**src/rtl/blink_pkg.sv**
```systemverilog
// blink_pkg: shared state encoding, defaults and parameter checks for blink_stretcher
package blink_pkg;

    typedef enum logic [1:0] {IDLE, ON, GAP} state_t;

    localparam int PEND_W_DEFAULT = 4;

    // Largest backlog a PEND_W-bit pending counter can hold.
    function automatic int pend_max(input int w);
        return (1 << w) - 1;
    endfunction

    // True when a phase length fits the phase timer and is at least one cycle.
    function automatic bit cycles_ok(input int cycles, input int cnt_w);
        return cycles >= 1 && longint'(cycles) < (longint'(1) << cnt_w);
    endfunction

endpackage

```
**src/rtl/blink_timer.sv**
```systemverilog
// blink_timer: loadable down-counter with terminal-count flag, shared by ON and GAP phases
//   clk, rst_n : clock, async active-low reset
//   load       : load load_val this edge (wins over counting)
//   load_val   : value loaded into the counter
//   done       : counter is zero; counting stops there, so it never underflows
module blink_timer #(
    parameter int CNT_W = 20
) (
    input  logic             clk,
    input  logic             rst_n,
    input  logic             load,
    input  logic [CNT_W-1:0] load_val,
    output logic             done
);

    logic [CNT_W-1:0] cnt;

    always_ff @(posedge clk or negedge rst_n) begin
        if (!rst_n) cnt <= '0;
        else if (load) cnt <= load_val;
        else if (!done) cnt <= cnt - 1'b1;
    end

    assign done = (cnt == '0);

endmodule

```
**src/rtl/blink_stretcher.sv**
```systemverilog
// blink_stretcher: stretches single-cycle events into visible LED blinks with a saturating replay queue
//   clk, rst_n : clock, async active-low reset
//   event_in   : event strobe, one event per high cycle
//   led        : LED drive, high only in the ON phase
//   busy       : high in ON and GAP
//   pending    : queued events not yet blinked
//   overflow   : one-cycle pulse after an event was dropped on a full queue
module blink_stretcher
    import blink_pkg::*;
#(
    parameter int CNT_W      = 20,
    parameter int ON_CYCLES  = 500000,
    parameter int GAP_CYCLES = 500000,
    parameter int PEND_W     = PEND_W_DEFAULT
) (
    input  logic              clk,
    input  logic              rst_n,
    input  logic              event_in,
    output logic              led,
    output logic              busy,
    output logic [PEND_W-1:0] pending,
    output logic              overflow
);

    if (!cycles_ok(ON_CYCLES, CNT_W) || !cycles_ok(GAP_CYCLES, CNT_W)) begin : g_bad_cycles
        $error("blink_stretcher: ON_CYCLES and GAP_CYCLES must lie in [1, 2^CNT_W-1]");
    end

    localparam logic [CNT_W-1:0]  ON_VAL  = CNT_W'(ON_CYCLES - 1);
    localparam logic [CNT_W-1:0]  GAP_VAL = CNT_W'(GAP_CYCLES - 1);
    localparam logic [PEND_W-1:0] P_MAX   = PEND_W'(pend_max(PEND_W));

    state_t            state, next_state;
    logic              tmr_load, tmr_done, start_direct, dec, inc, drop;
    logic [CNT_W-1:0]  tmr_val;
    logic [PEND_W-1:0] pending_next;

    blink_timer #(.CNT_W(CNT_W)) u_timer (
        .clk      (clk),
        .rst_n    (rst_n),
        .load     (tmr_load),
        .load_val (tmr_val),
        .done     (tmr_done)
    );

    always_comb begin
        next_state   = state;
        tmr_load     = 1'b0;
        tmr_val      = ON_VAL;
        start_direct = 1'b0;
        dec          = 1'b0;
        case (state)
            IDLE: begin
                next_state   = event_in ? ON : IDLE;
                tmr_load     = event_in;
                start_direct = event_in;
            end
            ON: begin
                next_state = tmr_done ? GAP : ON;
                tmr_load   = tmr_done;
                tmr_val    = GAP_VAL;
            end
            GAP: if (tmr_done) begin
                // A queued event takes priority; a fresh event is consumed directly only on an empty queue.
                next_state   = (pending != '0 || event_in) ? ON : IDLE;
                tmr_load     = pending != '0 || event_in;
                dec          = pending != '0;
                start_direct = event_in && pending == '0;
            end
            default: next_state = IDLE;
        endcase
        inc          = event_in && !start_direct;
        drop         = inc && !dec && pending == P_MAX;
        pending_next = (inc && !dec && !drop) ? pending + 1'b1 :
                       (dec && !inc)          ? pending - 1'b1 : pending;
    end

    always_ff @(posedge clk or negedge rst_n) begin
        if (!rst_n) begin
            state    <= IDLE;
            pending  <= '0;
            overflow <= 1'b0;
        end else begin
            state    <= next_state;
            pending  <= pending_next;
            overflow <= drop;
        end
    end

    assign led  = (state == ON);
    assign busy = (state != IDLE);

endmodule

```
**config.mk**
```make
export PLATFORM = sky130hd
export DESIGN_NAME = blink_stretcher
export DESIGN_NICKNAME = d
export VERILOG_FILES = /design/src/rtl/blink_pkg.sv /design/src/rtl/blink_timer.sv /design/src/rtl/blink_stretcher.sv
export SDC_FILE = /design/constraint.sdc
export NUM_CORES = 1
export LEC_CHECK = 0
export CAP_MARGIN = 20
export CORE_MARGIN = 1.5
export CORE_UTILIZATION = 24
export DETAILED_ROUTE_END_ITERATION = 10
export GPL_TIMING_DRIVEN = 0
export PLACE_DENSITY = 0.4
export SETUP_SLACK_MARGIN = 0.5
export SLEW_MARGIN = 20
export SYNTH_ARGS = -nofsm -noshare
export SYNTH_HDL_FRONTEND = slang
export SYNTH_HIERARCHICAL = 1
export SYNTH_SLANG_ARGS = --single-unit
```
**constraint.sdc**
```tcl
create_clock -name clk -period 8.2 [get_ports clk]
set_clock_uncertainty 0.15 [all_clocks]
set_input_delay 0.82 -clock clk [delete_from_list [all_inputs] [get_ports clk]]
set_output_delay 0.82 -clock clk [all_outputs]
set_load 0.005 [all_outputs]
```
==> flow_summary_export.csv <==
group,metric,value,unit
status,outcome,"complete, no violations",
placement,hpwl,2650,µm
grt,grtUsageTotal,11.6,%
grt,grt_max_degree,28,
sta,worst_slew_pin_slew,0.661,ns
worst_setup_path,cp_top_family,"simple AND/OR/NAND/NOR gates",
power_and_ir_drop,vdd_drop_max,0.0474,mV
placement,port_buffers,9,
clocking,cts.sinks,27,
sta,period_share,53.9,%
worst_setup_path,crit_path_top_delay_cell,"or4b_2",
yosys,yosys-top-cells-area,"dfrtp_1, xnor2_1, o21ai_0",
sta,min_period,4.42,ns
yosys,yosysTopAreaCellShare,40.8,%
yosys,synth-seq-area-share,40.8,%
worst_setup_path,worstPathMaxFanout,12,
finish,drive_gt1_share,8.29,%
yosys,synth_commonest_cells,"dfrtp_1, nand2_1, o21ai_0",
worst_setup_path,rr_worst_depth,11,
die,design.core.area,6720,µm²
finish,area_growth_syn_to_layout,18.1,%
worst_setup_path,crit_top_cell,"clkbuf_1",
clocking,htree_levels,1,
sta,setup_slack,3.78,ns
grt,grt_use_met2,17.3,%
grt,gr-usage-met3,1.64,%
yosys,netlist_area,1660,µm²
yosys,synth_top_area_cell,"dfrtp_1",
yosys,syn_avg_cell_area,9.52,µm²
worst_setup_path,worst-path-buf-inv,4,
yosys,yosysWarnings,6,
worst_setup_path,r2r_end,"u_timer/cnt[15]",
placement,place_congestion,0.689,
grt,grt_pass1_wl,6670,µm
worst_setup_path,critPathLaunchType,"flop",
yosys,syn_inst,174,
drt,via_count,1315,
clocking,clock-root-buffer,"clkbuf_8",
grt,grt_util_met1,16.6,%
die,start_util,24.7,%
grt,antenna_found_initial,0,
sta,hold_viol,0,
die,die_y,86.1,µm
yosys,synth_edf_count,0,
worst_setup_path,cp-end-kind,"flop",
worst_setup_path,rrSetupSlack,3.78,ns
worst_setup_path,worstPathArrival,4.42,ns
die,dieArea,7410,µm²
worst_setup_path,slowest_delay,0.60,ns
yosys,synth_cell_types,46,
clocking,cts.path.max_buffers,2,
flow_run,drv_cap,0,
drt,postRouteAntennaNets,0,
finish,final_nets,214,
clocking,cts_buffers,3,
drt,drt_iter0_drc,49,
worst_setup_path,worstSetupPathType,"flop to flop",
clocking,cts_resized,0,
power_and_ir_drop,p_per_area,232,nW/µm²
yosys,ys_async_sr_fraction,100,%
die,rows,30,
sta,tns,0,ns
sta,slew_viol_final,0,
clocking,insertion_delay,0.28,ns
drt,routed_wl,3880,µm
die,pin_count,10,
drt,drt_drc_violations_left,0,
grt,grt_pass1_vias,1292,
clocking,clk_pin_slew,0.10,ns
finish,antennaDiodeCount,0,
power_and_ir_drop,leakage,0.756,nW
sta,rsz0062_at_grt,"false",
worst_setup_path,regToRegStartpoint,"u_timer/cnt[0]",
die,die_w,86.1,µm
grt,grt_overflow,0,
clocking,cts_tree,"built",
worst_setup_path,crit_chain,"inv_1 -> ha_1 -> or4b_2 -> or4_4 -> buf_6 -> nor2_2 -> mux2i_1 -> o22ai_1 -> clkbuf_1 -> clkbuf_1 -> o31ai_1",
yosys,synth_flop_cell,"dfrtp_1",
drt,viasPerCell,4.61,
placement,dp_slack,3.77,ns
sta,max_freq,226,MHz
hold_path,hold_class,"input pin to asynchronous set/reset pin",
sta,slew_headroom,55.9,%
worst_setup_path,cp.required,8.20,ns
drt,dr.pass1.iters,4,
grt,grt_busiest_layer,"met2",
clocking,ctsHoldBuffers,0,
sta,setup_viol,0,
clocking,cts_setup_buffers,0,
yosys,synth-seq-cells,27,
yosys,yosys.cell_count.top_type,"dfrtp_1",
drt,routedWlPerCell,13.6,µm
==> area by class of cell <==
cell class,instances,area (µm²)
Buffer,10,53.8
Inverter,10,37.5
Clock inverter,1,5.00
Fill cell,724,4760
Multi-Input combinational cell,145,957
Timing Repair Buffer,9,85.1
Sequential cell,27,676
Tap cell,80,100
Clock buffer,3,41.3
==> cell families after synthesis <==
group                      Yosys count  synth area share, %
xor gates and xnor gates            14                 7.40
DFF                                 27                 40.8
and+or+nand+nor                     61                 22.1
AOI/OAI and AO/OA                   41                 16.9
muxes                                4                 2.57
adders and majority gates            5                 4.23
buffers and inverters               20                 5.51
other                                2                0.453
==> worst max-delay path by stage <==
| stage | start | to | slack, ns | cells past startpoint |
|---|---|---|---|---|
| 5_1_grt | u_timer/cnt[0] | u_timer/cnt[17] | 3.40 | 12 |
| 2_1_floorplan | u_timer/cnt[0] | pending[3] | 4.48 | 13 |
| 3_5_place_dp | u_timer/cnt[0] | u_timer/cnt[5] | 3.77 | 11 |
| 6_report | u_timer/cnt[0] | u_timer/cnt[15] | 3.78 | 11 |
| 3_3_place_gp | u_timer/cnt[0] | u_timer/cnt[6] | 3.74 | 11 |
| 4_1_cts | u_timer/cnt[0] | u_timer/cnt[7] | 3.73 | 11 |
==> cells in the final DEF, fill, tap and decap left out, types with 3 or more instances in the layout <==
cell type        count
and4_1               3
nor2b_1              4
clkbuf_8             3
or4_1                7
clkdlybuf4s50_1      8
o21ai_0             13
o31ai_1              7
clkbuf_1             7
a211oi_1             4
conb_1              20
xor2_1               5
inv_1               10
a21oi_1              3
nor3_1               5
xnor2_1              9
nand2_1             15
a2111oi_0            3
dfrtp_1             27
nor2_1               6
ha_1                 4
or3_1                4
==> metal layers <==
layer | routed length (µm) | share of wire (%)
met1 | 2030 | 52
met4 | 73 | 1.9
met3 | 88 | 2.3
met5 | 0 | 0
met2 | 1690 | 43
==> flip-flops by register name (all words and copies together), names as in the netlist <==
name,count
overflow,1
pending,4
state,2
u_timer/cnt,20
==> power by group <==
| group | switching [W] | internal (W) |
|---|---|---|
| clock network | 0.0000470 | 0.0000342 |
| logic | 0.0000668 | 0.0000838 |
| registers | 0.0000482 | 0.000173 |
| total | 0.000162 | 0.000291 |
==> metrics by stage <==
step / hold slack (ns) / util (%) / total power (W) / std cells / cell area [µm²]
after global placement: 0.385 / 28.5 / 0.000377 / 281 / 1910
after floorplan: 0.354 / - / 0.000320 / 192 / 1720
after global routing: 0.432 / 29.1 / 0.000493 / 285 / 1960
after CTS: 0.403 / 29.1 / 0.000459 / 285 / 1960
final: 0.397 / 29.1 / 0.000453 / 285 / 1960
after detailed placement: 0.372 / 28.4 / 0.000376 / 281 / 1910
No activity file was read; power rests on OpenSTA's default activity.
==> variant 1, RTL diff (same flow settings) <==
Re-encode `state_t` (3 states) as one-hot, 3 bits wide.
--- a/src/rtl/blink_pkg.sv
+++ b/src/rtl/blink_pkg.sv
@@ -3,3 +3,3 @@
 
-    typedef enum logic [1:0] {IDLE, ON, GAP} state_t;
+    typedef enum logic [2:0] {IDLE = 3'b001, ON = 3'b010, GAP = 3'b100} state_t;
 
Behaviour: no difference found for any inputs over 10 cycles, from zero or initial values and one cycle with rst_n low; not proved beyond that.
==> variant 1 against the original RTL <==
- wire length rose by 5.4%
- synthesized area rose by 6.8%
- via count rose by 9.0%
- cell count rose by 11%
- combinational power rose by 100%
- design area rose by 8.3%
- setup slack got worse by 55 ps
- sequential share of layout area fell by 1.4 points
- global-route usage rose by 0.078 points
- sequential cell count rose by 1
- fmax fell by 1.2%
- power rose by 54%
- sequential power rose by 27%
- critical path type unchanged
==> variant 1: results (changes against the original RTL) <==
status - finished, final reports clean (unchanged)
filler cell count - 784 (was 724)
worst vdd ir - 0.0961 mV (was 0.0474 mV)
Leakage - 0.828 nW (was 0.756 nW)
met1 WL - 2160 um (was 2030 um)
Int Pwr - 423 uW (was 291 uW)
routed length per instance - 12.9 um (was 13.6 um)
Top Registers - u_timer/cnt (20), pending (4), state (3) (was u_timer/cnt (20), pending (4), state (2))
met1 GRT Util - 16.3% (was 16.6%)
via count - 1,433 (was 1,315)
Routed met3 length - 86 um (was 88 um)
postcts setup bufs - 0 (unchanged)
Critical Path Fanout Max - 13 (was 12)
yosys warns - 6 (unchanged)
largest net degree at the start of global routing - 29 (was 28)
share of cells above drive strength 1 - 10.1% (was 8.29%)
post-synthesis sequential area ratio - 39.7% (was 40.8%)
NumNets Final - 227 (was 214)
GR Util met3 - 2.52% (was 1.64%)
synth cell count leaders - dfrtp_1 (27), nand2_1 (17), o21ai_0 (14), inv_1 (12), xnor2_1 (9) (was dfrtp_1 (27), nand2_1 (15), o21ai_0 (13), inv_1 (10), xnor2_1 (9))
top cells by area, synth - dfrtp_1 (38%), xnor2_1 (4.5%), o21ai_0 (4.0%) (was dfrtp_1 (41%), xnor2_1 (4.8%), o21ai_0 (3.9%))
Total GRT Usage - 11.7% (was 11.6%)
first-pass GRT wire length - 7070 um (was 6670 um)
DR iter-0 viols - 45 (was 49)
global placer's final weighted congestion - 0.738 (was 0.689)
final hold slack - 405 ps (was 397 ps)
met2 WL - 1830 um (was 1690 um)
Distinct cells, synth - 49 (was 46)
r2r setup slk - 3730 ps (was 3780 ps)
worst min path class - flip-flop to flip-flop (was input port to async pin)
M2 GR Usage - 18.8% (was 17.3%)
worst-margin pin slew - 679 ps (was 661 ps)
## variant 1: path summary, 6_finish.rpt
path,endpoint,cells after the start
max,u_timer/cnt[6],13
min,state[2],1
max reg2reg,u_timer/cnt[6],13
min reg2reg,state[2],1
max in group asynchronous,u_timer/cnt[18],1
min in group asynchronous,u_timer/cnt[9],1
## variant 1: cell families after synthesis
logic type | after synthesis | share of synthesized area (%)
xor gates and xnor gates | 13 | 6.44
muxes | 2 | 1.91
AOI/OAI and AO/OA | 47 | 17.6
other | 2 | 0.424
buffers and inverters | 21 | 5.30
adders and majority gates | 5 | 3.96
and+or+nand+nor | 69 | 24.7
DFF | 28 | 39.7
## variant 1: critical path, stage by stage, from the launching register on
cell	delay, ps
dfrtp_1	420
inv_1	110
ha_1	160
or4b_2	600
or4_4	430
buf_6	150
nor2_2	470
and3b_1	290
o21ai_0	90
a21oi_1	190
a21o_1	250
clkbuf_1	390
clkbuf_1	450
o31ai_1	170
## variant 1: power by group through the flow
stage                     clock (mW)  combinational [mW]  sequential [mW]
after floorplan                    0               0.221            0.264
after global routing           0.125               0.342            0.294
after global placement             0               0.304            0.286
final                          0.113               0.302            0.282
after detailed placement           0               0.305            0.285
after CTS                      0.119               0.307            0.282
## variant 1: cell type report
cell class / count / area share (%)
multi-input combinational: 156 / 49.2
sequential: 28 / 33.2
tap: 99 / 5.85
timing repair buffer: 9 / 4.02
buffer: 9 / 2.30
inverter: 12 / 2.13
clock buffer: 3 / 1.95
clock inverter: 1 / 1.42
## variant 1: through the flow
step                setup slack [ps]  cell area [um2]  util, %  power [mW]  std cells
global placement                3700             2050     28.6       0.590        313
detailed placement              3660             2050     28.5       0.590        313
floorplan                       4430             1840        -       0.485        205
finish                          3730             2120     29.5       0.697        317
global route                    3390             2120     29.5       0.761        317
CTS                             3690             2120     29.5       0.708        317
==> variant 2, RTL diff (same settings) <==
Without the edit above. `PEND_W_DEFAULT`: 4 -> 5.
--- a/src/rtl/blink_pkg.sv
+++ b/src/rtl/blink_pkg.sv
@@ -5,3 +5,3 @@
 
-    localparam int PEND_W_DEFAULT = 4;
+    localparam int PEND_W_DEFAULT = 5;
 
Interface: changed (resized pending); port bits go from 10 to 11. No check against the original RTL was run, so the function may have changed too.
==> variant 2 against the original RTL <==
- sequential share of layout area is 1.3 points lower
- global-route usage is 0.58 points higher
- synthesized area is 6.0% higher
- largest cell class unchanged
- design area is 7.9% higher
- hold slack better by 11 ps
- sequential cell count is 1 higher
- power is 19% higher
- count of clock-buffer cells in the layout stayed put
- via count is 4.6% higher
- wire length is 6.1% higher
- setup slack worse by 150 ps
==> variant 2: results (changes against the original RTL) <==
status - finished, final reports clean (unchanged)
routed length per instance - 13.4 um (was 13.6 um)
clock-pin slew on the worst setup and hold paths - 120 ps (was 100 ps)
M2 GR Usage - 19.1% (was 17.3%)
dpl hpwl - 2860 um (was 2650 um)
Mapped Avg Cell Area - 9.75 um2 (was 9.52 um2)
NumNets Final - 222 (was 214)
Worst path max stage delay - 640 ps (was 600 ps)
global placer's final weighted congestion - 0.700 (was 0.689)
post-synthesis sequential area ratio - 39.9% (was 40.8%)
Post-Place Cells - 304 (was 281)
Top Registers - u_timer/cnt (20), pending (5), state (2) (was u_timer/cnt (20), pending (4), state (2))
switching share of power - 34.2% (was 35.7%)
Total GRT Usage - 12.2% (was 11.6%)
Placed Instance Area - 2040 um2 (was 1910 um2)
DR iter-0 viols - 60 (was 49)
worst slack, placed - 3610 ps (was 3770 ps)
share of cells above drive strength 1 - 9.91% (was 8.29%)
Leakage - 0.812 nW (was 0.756 nW)
relative slew slack - 47.5% (was 55.9%)
fin cells - 308 (was 285)
met1 GRT Util - 17.3% (was 16.6%)
largest net degree at the start of global routing - 29 (was 28)
synth cell count leaders - dfrtp_1 (28), nand2_1 (17), o21ai_0 (13), xnor2_1 (11), inv_1 (10) (was dfrtp_1 (27), nand2_1 (15), o21ai_0 (13), inv_1 (10), xnor2_1 (9))
first-pass GRT wire length - 7270 um (was 6670 um)
GR Util met3 - 1.68% (was 1.64%)
-- variant 2: path summary, 6_finish.rpt --
kind	end	slack, ps	depth (start not counted)
max	u_timer/cnt[8]	3630	13
min in group clk	pending[4]	410	1
max reg2reg	u_timer/cnt[8]	3630	13
min	state[0]	410	1
min reg2reg	pending[4]	410	1
max in group asynchronous	u_timer/cnt[11]	7040	1
-- variant 2: per-layer routing --
metal  routed length [um]  vias up
li1                     -      706
met1                 2110      658
met2                 1950       11
met3                   58        0
met4                    0        0
met5                    0        -
-- variant 2: worst max-delay path: cells and delay by family, from the launching register on --
family	cells	cell delay, ps
fa+ha+maj	1	160
compound gates	2	750
buf+inv	4	1160
simple gates	6	1830
flops	1	420
-- variant 2: layout make-up --
class / count / area (um2)
Multi-Input combinational cell: 151 / 1040
Inverter: 10 / 37.5
Clock inverter: 1 / 30.0
Fill cell: 750 / 4830
Clock buffer: 3 / 41.3
Tap cell: 96 / 120
Buffer: 9 / 48.8
Timing Repair Buffer: 10 / 95.1
Sequential cell: 28 / 701
-- variant 2: power groups by stage --
stage	logic (mW)	registers (mW)	clock network, mW
2_1_floorplan	0.140	0.225	0
3_3_place_gp	0.194	0.235	0
3_5_place_dp	0.193	0.237	0
4_1_cts	0.195	0.234	0.121
5_1_grt	0.217	0.243	0.126
6_report	0.192	0.234	0.116
-- variant 2: cells by family (layout without fill, tap and decap cells) --
| family | after synthesis | in the layout | share of synthesized area (%) |
|---|---|---|---|
| mux | 4 | 4 | 2.85 |
| fa+ha+maj | 6 | 6 | 4.70 |
| simple gates | 62 | 62 | 21.1 |
| other cells | 2 | 20 | 0.428 |
| flops | 28 | 28 | 39.9 |
| xor+xnor | 15 | 15 | 7.48 |
| compound gates | 44 | 44 | 18.6 |
| buf+inv | 19 | 33 | 4.92 |
